`config.mk`:
```
export PLATFORM = sky130hd
export DESIGN_NAME = uart_rx_buffer
export DESIGN_NICKNAME = d
export VERILOG_FILES = /design/src/rtl/uart_pkg.sv /design/src/rtl/uart_byte_fifo.sv /design/src/rtl/uart_rx_buffer.sv
export SDC_FILE = /design/constraint.sdc
export NUM_CORES = 1
export LEC_CHECK = 0
export BUFFER_PORTS_ARGS = -buffer_cell sky130_fd_sc_hd__buf_2
export CAP_MARGIN = 30
export CELL_PAD_IN_SITES_DETAIL_PLACEMENT = 1
export CELL_PAD_IN_SITES_GLOBAL_PLACEMENT = 1
export CORE_MARGIN = 3
export CORE_UTILIZATION = 39
export DETAILED_ROUTE_END_ITERATION = 8
export PLACE_DENSITY = 0.8
export SLEW_MARGIN = 20
export SYNTH_ARGS = -nofsm -noshare
export SYNTH_HDL_FRONTEND = slang
export SYNTH_SLANG_ARGS = --single-unit
```
`constraint.sdc`:
```
create_clock -name quick_clk -period 3.5 [get_ports quick_clk]
set_input_delay 0.175 -clock quick_clk [delete_from_list [all_inputs] [get_ports quick_clk]]
set_output_delay 0.175 -clock quick_clk [all_outputs]
set_load 0.01 [all_outputs]
```
`src/rtl/uart_pkg.sv`:
```
// uart_pkg: register map and bit positions shared by the UART receive buffer.
package uart_pkg;
   localparam logic [1:0] UART_DATA = 2'd0;
   localparam logic [1:0] UART_STAT = 2'd1;
   localparam logic [1:0] UART_CTRL = 2'd2;
   localparam int ST_AVAIL   = 0;
   localparam int ST_FULL    = 1;
   localparam int ST_OVF     = 2;
   localparam int ST_INTEN   = 3;
   localparam int ST_CNT_LSB = 8;
   localparam int CT_INTEN  = 0;
   localparam int CT_CLROVF = 1;
endpackage

```
`src/rtl/uart_byte_fifo.sv`:
```
// uart_byte_fifo: synchronous byte FIFO; a push on full is accepted only alongside a pop.
module uart_byte_fifo #(
   parameter int DEPTH = 8,
   parameter int PTR_W = 3
) (
   input  logic             quick_clk,
   input  logic             reset,
   input  logic             push,
   input  logic             pop,
   input  logic [7:0]       din,
   output logic [7:0]       dout,
   output logic [PTR_W:0]   count,
   output logic             full,
   output logic             empty
);
   logic [7:0]       mem [DEPTH];
   logic [PTR_W-1:0] rd_ptr, wr_ptr;
   logic             push_ok, pop_ok;
   assign full    = count == (PTR_W+1)'(DEPTH);
   assign empty   = count == '0;
   assign pop_ok  = pop & ~empty;
   assign push_ok = push & (~full | pop_ok);
   assign dout    = mem[rd_ptr];
   always_ff @(posedge quick_clk or negedge reset)
      if (!reset) begin
         rd_ptr <= '0;
         wr_ptr <= '0;
         count  <= '0;
      end else begin
         if (push_ok) wr_ptr <= wr_ptr + 1'b1;
         if (pop_ok) rd_ptr <= rd_ptr + 1'b1;
         count <= count + (PTR_W+1)'(push_ok) - (PTR_W+1)'(pop_ok);
      end
   // storage is not reset; contents are don't-care until written
   always_ff @(posedge quick_clk)
      if (push_ok) mem[wr_ptr] <= din;
endmodule

```
`src/rtl/uart_rx_buffer.sv`:
```
// uart_rx_buffer: buffers received UART bytes in a FIFO behind a DATA/STATUS/CTRL
// register interface with a level interrupt.
module uart_rx_buffer
   import uart_pkg::*;
#(
   parameter int DEPTH = 8,
   parameter int PTR_W = 3
) (
   input  logic        quick_clk,
   input  logic        reset,
   input  logic [7:0]  rx_data,
   input  logic        rx_status,
   input  logic        bus_sel,
   input  logic        bus_we,
   input  logic [1:0]  bus_addr,
   input  logic [31:0] bus_wdata,
   output logic [31:0] bus_rdata,
   output logic        irq
);
   logic             rx_status_q, push, pop, rd, ctrl_wr;
   logic             overflow, int_en, overflow_nx, int_en_nx, empty_nx;
   logic             full, empty;
   logic [7:0]       dout;
   logic [PTR_W:0]   count;
   logic [31:0]      status, rdata_nx;
   assign push    = rx_status & ~rx_status_q;
   assign rd      = bus_sel & ~bus_we;
   assign pop     = rd & (bus_addr == UART_DATA) & ~empty;
   assign ctrl_wr = bus_sel & bus_we & (bus_addr == UART_CTRL);
   // set wins over a simultaneous write-one-to-clear
   assign overflow_nx = (push & full & ~pop) | (overflow & ~(ctrl_wr & bus_wdata[CT_CLROVF]));
   assign int_en_nx   = ctrl_wr ? bus_wdata[CT_INTEN] : int_en;
   // with DEPTH >= 2 a push at count 0 or 1 is never refused, so no full check needed
   assign empty_nx    = ~push & (empty | ((count == (PTR_W+1)'(1)) & pop));
   uart_byte_fifo #(.DEPTH(DEPTH), .PTR_W(PTR_W)) u_fifo (
      .quick_clk(quick_clk),
      .reset(reset),
      .push(push),
      .pop(pop),
      .din(rx_data),
      .dout(dout),
      .count(count),
      .full(full),
      .empty(empty)
   );
   always_comb begin
      status = '0;
      status[ST_AVAIL] = ~empty;
      status[ST_FULL] = full;
      status[ST_OVF] = overflow;
      status[ST_INTEN] = int_en;
      status[ST_CNT_LSB +: PTR_W+1] = count;
   end
   assign rdata_nx = bus_addr == UART_DATA ? {24'h0, empty ? 8'h0 : dout} :
                     bus_addr == UART_STAT ? status :
                     bus_addr == UART_CTRL ? {31'h0, int_en} : 32'h0;
   always_ff @(posedge quick_clk or negedge reset)
      if (!reset) begin
         rx_status_q <= 1'b0;
         overflow    <= 1'b0;
         int_en      <= 1'b0;
         bus_rdata   <= '0;
         irq         <= 1'b0;
      end else begin
         rx_status_q <= rx_status;
         overflow    <= overflow_nx;
         int_en      <= int_en_nx;
         if (rd) bus_rdata <= rdata_nx;
         irq         <= int_en_nx & (~empty_nx | overflow_nx);
      end
endmodule
```
==> results.json, run 1 <==
{
  "outcome": "finished clean",
  "tightest_slew_ns": 0.867,
  "totalWireLength_um": 7270,
  "initial_utilization_pct": 40.8,
  "drt_iter0_drc": 117,
  "num_rows": 35,
  "min_path_cells": 2,
  "max_cap_violations": 0,
  "clockBufferDepth": 2,
  "regArea_mm2": 0.00257,
  "synth_area_leader_cell": "edfxtp_1",
  "synth_cell_type_count": 42,
  "synth.area.top_cells": "edfxtp_1 50%, dfrtp_1 17%, mux4_2 7.0%",
  "grt_pass1_wl_um": 11700,
  "yosysSeqAreaShare_pct": 66.9,
  "hold_path.class": "input port to register",
  "synth-async-reset-ratio_pct": 28.9,
  "grt_util_met3_pct": 2.82,
  "p_per_area_mw_per_mm2": 698,
  "use_met1_pct": 17.9,
  "synth_most_common_cell": "edfxtp_1",
  "reg2reg_slack_ns": 0.98,
  "r2r_cells": 6,
  "leakage_nw": 1.69,
  "place.gp.congestion": 0.725,
  "cts_made_buffers": 9,
  "syn_avg_cell_area_um2": 16.9,
  "areaGrowthSynthToFinish_pct": 12.7,
  "io_pins": 80,
  "grt_setup_unrepaired": "false",
  "crit_path_max_incr_delay_ns": 0.72,
  "crit_arrival_ns": 2.51,
  "synth-edff-count": 64,
  "multi_input_area_mm2": 0.00112,
  "required_ns": 3.48,
  "crit_path_top_delay_cell": "nor2_1",
  "setup_slack_ns": 0.975,
  "htreeDepth": 3,
  "drcViolationCount": 0,
  "ys.flop_type": "edfxtp_1",
  "dieArea_mm2": 0.0111,
  "track_usage_pct": 14.0,
  "max_clock_freq_mhz": 396,
  "crit_chain": "inv_1 > ha_1 > nor3b_2 > o31ai_4 > nand3_1 > nor2_1",
  "syn_area_mm2": 0.00384,
  "hold_violations": 0,
  "portBuffers": 29,
  "clkSinkCount": 90,
  "slew_violations": 0,
  "post-place-ws_ns": 0.986,
  "hpwl_um": 4960,
  "path_max_fanout": 8,
  "cts_tree": "yes",
  "slew_headroom_pct": 42.0,
  "grt_pass1_vias": 2155,
  "clk_latency_ns": 0.35,
  "drt_first_pass_iters": 4,
  "fin_crit_ns": 2.52,
  "finalSetupViolations": 0,
  "grt.overflow.total": 0,
  "fin_skew_ns": 0.0106,
  "crit_family": "simple AND/OR/NAND/NOR gates",
  "synth_top_area_share_pct": 50.0,
  "die_w_um": 105,
  "path_buf_inv": 1,
  "post-cts-setup-buffer-count": 0,
  "fill_cells": 940,
  "cp-start-kind": "register",
  "vias_per_cell": 4.90,
  "ys_seq_elements": 90,
  "use_met2_pct": 24.0,
  "core_mm2": 0.00942,
  "num_antenna_cells": 0,
  "min_to": "int_en",
  "worstSetupEndpointType": "register",
  "top_usage_layer": "met2",
  "antenna_found_initial": 0,
  "syn_inst": 228,
  "fin_setup_tns_ns": 0,
  "yosys_warnings": 0,
  "period_share_pct": 72.1,
  "root_buffer": "clkbuf_8",
  "r2r-start": "u_fifo.count[2]",
  "vias": 1988,
  "max-vdd-ir-drop_mv": 0.310,
  "die_y_um": 105,
  "clkTransAtPathRegs_ns": 0.10,
  "antenna_left": 0,
  "synth_commonest_cells": "64 x edfxtp_1, 26 x dfrtp_1, 20 x buf_4, 12 x mux4_2, 9 x inv_1",
  "grt_max_degree": 27,
  "worstSetupPathType": "register to register",
  "r2r-end": "u_fifo.mem[5][5]",
  "drive_gt1_share_pct": 28.2,
  "hp-start": "bus_wdata[0]",
  "layout.nets": 328,
  "wl_per_cell_um": 17.9
}
-- worst max-delay path by stage --
stage | startpoint | slack, ns | to | depth (start not counted)
6_report | u_fifo.count[2] | 0.98 | u_fifo.mem[5][5] | 6
5_1_grt | u_fifo.count[2] | 0.74 | u_fifo.mem[5][5] | 6
4_1_cts | u_fifo.count[2] | 0.90 | u_fifo.mem[5][5] | 6
3_5_place_dp | u_fifo.count[2] | 0.99 | u_fifo.count[2] | 12
3_3_place_gp | u_fifo.count[2] | 1.06 | u_fifo.mem[5][5] | 6
2_1_floorplan | u_fifo.count[2] | 1.08 | u_fifo.mem[0][0] | 6
-- per-layer routing --
metal / wire length, um / vias to the layer above
met4: 57 / 0
met1: 3200 / 1022
met2: 3680 / 58
met3: 326 / 7
met5: 0 / -
li1: - / 901
-- power by group --
| group | total, mW | internal [mW] | switching [mW] |
|---|---|---|---|
| Clock | 0.755 | 0.351 | 0.404 |
| Combinational | 0.767 | 0.411 | 0.356 |
| Sequential | 1.50 | 1.30 | 0.201 |
| Total | 3.03 | 2.07 | 0.961 |
-- logic make-up (layout without fill, tap and decap cells) --
| family | Yosys count | in the layout | synth area share, % |
|---|---|---|---|
| flip-flops | 90 | 90 | 66.9 |
| AND/OR/NAND/NOR | 36 | 36 | 5.56 |
| buffers and inverters | 36 | 66 | 5.92 |
| multiplexers | 27 | 27 | 12.9 |
| AO/OA/AOI/OAI | 23 | 23 | 4.17 |
| adder cells (fa/ha/maj) | 9 | 9 | 3.12 |
| XOR/XNOR | 6 | 6 | 1.37 |
| other | 1 | 20 | 0.0975 |
-- per-stage QoR --
step | instance area (um2) | std cells | hold slack, ns | power, mW | utilization [%]
after floorplan | 3920 | 247 | -0.121 | 2.07 | -
after global placement | 4100 | 388 | 0.206 | 2.25 | 43.5
after detailed placement | 4100 | 388 | 0.217 | 2.31 | 43.5
after CTS | 4330 | 406 | 0.0513 | 3.07 | 46.0
after global routing | 4330 | 406 | 0.0536 | 3.22 | 46.0
final | 4330 | 406 | 0.0671 | 3.03 | 46.0
-- flip-flops by register name (all words and copies together) (netlist names) --
signal         cells
u_fifo.count       4
overflow           1
u_fifo.mem        64
bus_rdata         12
irq                1
u_fifo.rd_ptr      3
u_fifo.wr_ptr      3
rx_status_q        1
int_en             1
-- worst register-to-register path, delay by kind of cell, from the launching register on --
kind            cells  cell delay, ns
compound gates      1            0.34
fa+ha+maj           1            0.21
simple gates        3            1.16
buf+inv             1            0.08
flops               1            0.36
-- area by class of cell --
cell class,count,area share (%)
clock buffers,9,2.86
clock inverters,7,2.17
inverters,11,0.953
multi-input cells,121,25.8
flip-flops and latches,90,59.4
well taps,129,3.72
repair buffers,39,5.20
-- what timing repair did --
item                       CTS  global route
hold endpoints to repair    27             0
hold buffers                 2             0
setup endpoints to repair    0             0
gates resized for setup      0             0
-- placed cells by master, fill, tap and decap left out, types with 4 or more instances in the layout --
master,instances
a22o_1,4
buf_2,29
buf_4,8
clkbuf_8,9
conb_1,20
dfrtp_1,26
edfxtp_1,64
ha_1,8
inv_1,9
mux2i_1,7
mux4_1,4
mux4_2,12
nand2_1,7
nand2b_1,4
nor2_1,6
nor3_1,4
o21ai_1,8
xnor2_1,4
(Power assumes the default switching activity.)
==> run 2: changes to the inputs <==
- clock period: 3.5 -> 2.59 ns (I/O delays scaled with it)
==> run 2 against run 1 <==
Compared with the run above:
- register-to-register slack got worse by 0.78 ns
- via count up 1.2%
- maximum frequency up 5.3%
- routed wire length fell by 0.56%
- clock-buffer cell count is the same
- final area grew 0.66%
- global-route usage is 0.42 points lower
- flip-flop and latch count stayed put
- sequential share of layout area shrank 0.39 points
- sequential power increased by 29%
- highest routed layer unchanged
- critical path type unchanged
- utilization increased by 0.31 points
- clock skew grew 0.00078 ns
==> results.json, run 2 (same netlist as run 1, synthesis figures left out) <==
{
  "outcome": "finished clean",
  "die_w_um": 105,
  "clk_latency_ns": 0.36,
  "stdcell_area_mm2": 0.00436,
  "top_regs": "u_fifo.mem (64), bus_rdata (12), u_fifo.count (4)",
  "dieArea_mm2": 0.0111,
  "fin_crit_ns": 2.40,
  "drive_gt1_share_pct": 30.1,
  "clkTransAtPathRegs_ns": 0.10,
  "worstSetupEndpointType": "register",
  "fin_setup_tns_ns": 0,
  "leakage_nw": 1.71,
  "max_cap_violations": 0,
  "use_met1_pct": 17.5,
  "grt_max_degree": 27,
  "vias": 2012,
  "num_antenna_cells": 0,
  "slew_violations": 0,
  "core_mm2": 0.00942,
  "required_ns": 2.83,
  "top_register": "u_fifo.mem",
  "max_clock_freq_mhz": 417,
  "hold_path.class": "input port to register",
  "crit_arrival_ns": 2.64,
  "placed_area_mm2": 0.00413,
  "worstSetupPathType": "register to register",
  "clockBufferDepth": 2,
  "grt_pass1_wl_um": 11300,
  "grt_util_met3_pct": 3.25,
  "cts_tree": "yes",
  "place.gp.congestion": 0.745,
  "drt_first_pass_iters": 4,
  "clkSinkCount": 90,
  "hold_violations": 0,
  "hpwl_um": 5090,
  "totalWireLength_um": 7230,
  "use_met2_pct": 23.4,
  "crit_start": "u_fifo.count[2]",
  "portBuffers": 29,
  "layout.nets": 333,
  "wl_per_cell_um": 17.6,
  "track_usage_pct": 13.6,
  "place_inst": 393,
  "final_cells": 411,
  "p_per_area_mw_per_mm2": 928,
  "slew_headroom_pct": 60.9,
  "drcViolationCount": 0,
  "vias_per_cell": 4.90,
  "grt_setup_unrepaired": "false",
  "htreeDepth": 3,
  "cts_made_buffers": 9,
  "areaGrowthSynthToFinish_pct": 13.5,
  "crit_path_top_delay_cell": "dfrtp_1",
  "cp-start-kind": "register",
  "num_rows": 35,
  "crit_chain": "inv_2 > ha_2 > nor3b_4 > nor2_2 > nand2_4 > inv_2 > ha_1 > inv_1 > ha_1 > inv_1 > fa_1 > xnor2_1",
  "layout_commonest_cell": "edfxtp_1",
  "r2r_cells": 12,
  "final_cell_mix": "64 x edfxtp_1, 29 x buf_2, 26 x dfrtp_1, 20 x conb_1, 13 x buf_4",
  "drt_iter0_drc": 113,
  "fin_skew_ns": 0.0114,
  "min_path_cells": 2,
  "largest_register_ffs": 64,
  "r2r-end": "u_fifo.count[2]",
  "root_buffer": "clkbuf_8",
  "crit_path_max_incr_delay_ns": 0.40,
  "reg2reg_slack_ns": 0.19,
  "io_pins": 80,
  "top_usage_layer": "met2",
  "path_max_fanout": 8,
  "min_to": "int_en",
  "grt_pass1_vias": 2101,
  "period_share_pct": 92.6,
  "max-vdd-ir-drop_mv": 0.548,
  "r2r-start": "u_fifo.count[2]",
  "grt.overflow.total": 0,
  "finalSetupViolations": 0,
  "antenna_found_initial": 0,
  "antenna_left": 0,
  "initial_utilization_pct": 40.8,
  "die_y_um": 105,
  "tightest_slew_ns": 0.586,
  "final_core_utilization_pct": 46.3,
  "hp-start": "bus_wdata[0]"
}
==> run 2: stage by stage <==
| stage | hold WS [ns] | power (mW) | setup slack, ns |
|---|---|---|---|
| after floorplan | -0.166 | 2.80 | 0.168 |
| after global placement | 0.163 | 3.09 | 0.146 |
| after detailed placement | 0.172 | 3.17 | 0.0926 |
| after CTS | 0.00243 | 4.11 | 0.0601 |
| after global routing | 0.00116 | 4.30 | 0.0451 |
| final | 0.0209 | 4.05 | 0.192 |
==> run 2: how the worst max path moves through the flow <==
stage,slack [ns],end,depth (start not counted)
floorplan,0.17,u_fifo.mem[0][0],6
global placement,0.15,u_fifo.count[2],12
detailed placement,0.09,u_fifo.count[2],12
CTS,0.06,u_fifo.count[2],12
global route,0.05,u_fifo.count[2],12
finish,0.19,u_fifo.count[2],12
==> run 2: report_power, final <==
| part | switching (mW) | leakage, nW | internal [mW] | total [mW] |
|---|---|---|---|---|
| clock network | 0.540 | 0.103 | 0.383 | 0.923 |
| registers | 0.170 | 0.904 | 1.76 | 1.93 |
| logic | 0.599 | 0.700 | 0.594 | 1.19 |
| total | 1.31 | 1.71 | 2.74 | 4.05 |
==> run 2: cell type report <==
class / count / area (um2)
fill: 946 / 5050
sequential: 90 / 2570
multi-input combinational: 121 / 1120
timing repair buffer: 44 / 263
tap: 129 / 161
clock buffer: 9 / 124
clock inverter: 7 / 76.3
inverter: 11 / 41.3
==> run 2: worst max-delay path: cells and delay by family (launching register included) <==
family / cells / cell delay (ns)
adder cells (fa/ha/maj): 4 / 0.99
buffers and inverters: 4 / 0.26
XOR/XNOR: 1 / 0.14
AND/OR/NAND/NOR: 3 / 0.50
flip-flops: 1 / 0.40
==> run 2: timing repair <==
item                                    4_1_cts  5_1_grt
endpoints found under the hold margin        27        0
gates resized for setup                       0        3
buffers inserted                              0        0
hold buffers                                  2        0
endpoints found under the setup margin        0        3
==> run 2: routing by layer <==
layer,routed length [um],share of wire (%),vias up
met4,53,0.73,0
met2,3640,50,58
li1,-,-,913
met1,3200,44,1033
met3,332,4.6,8
met5,0,0,-
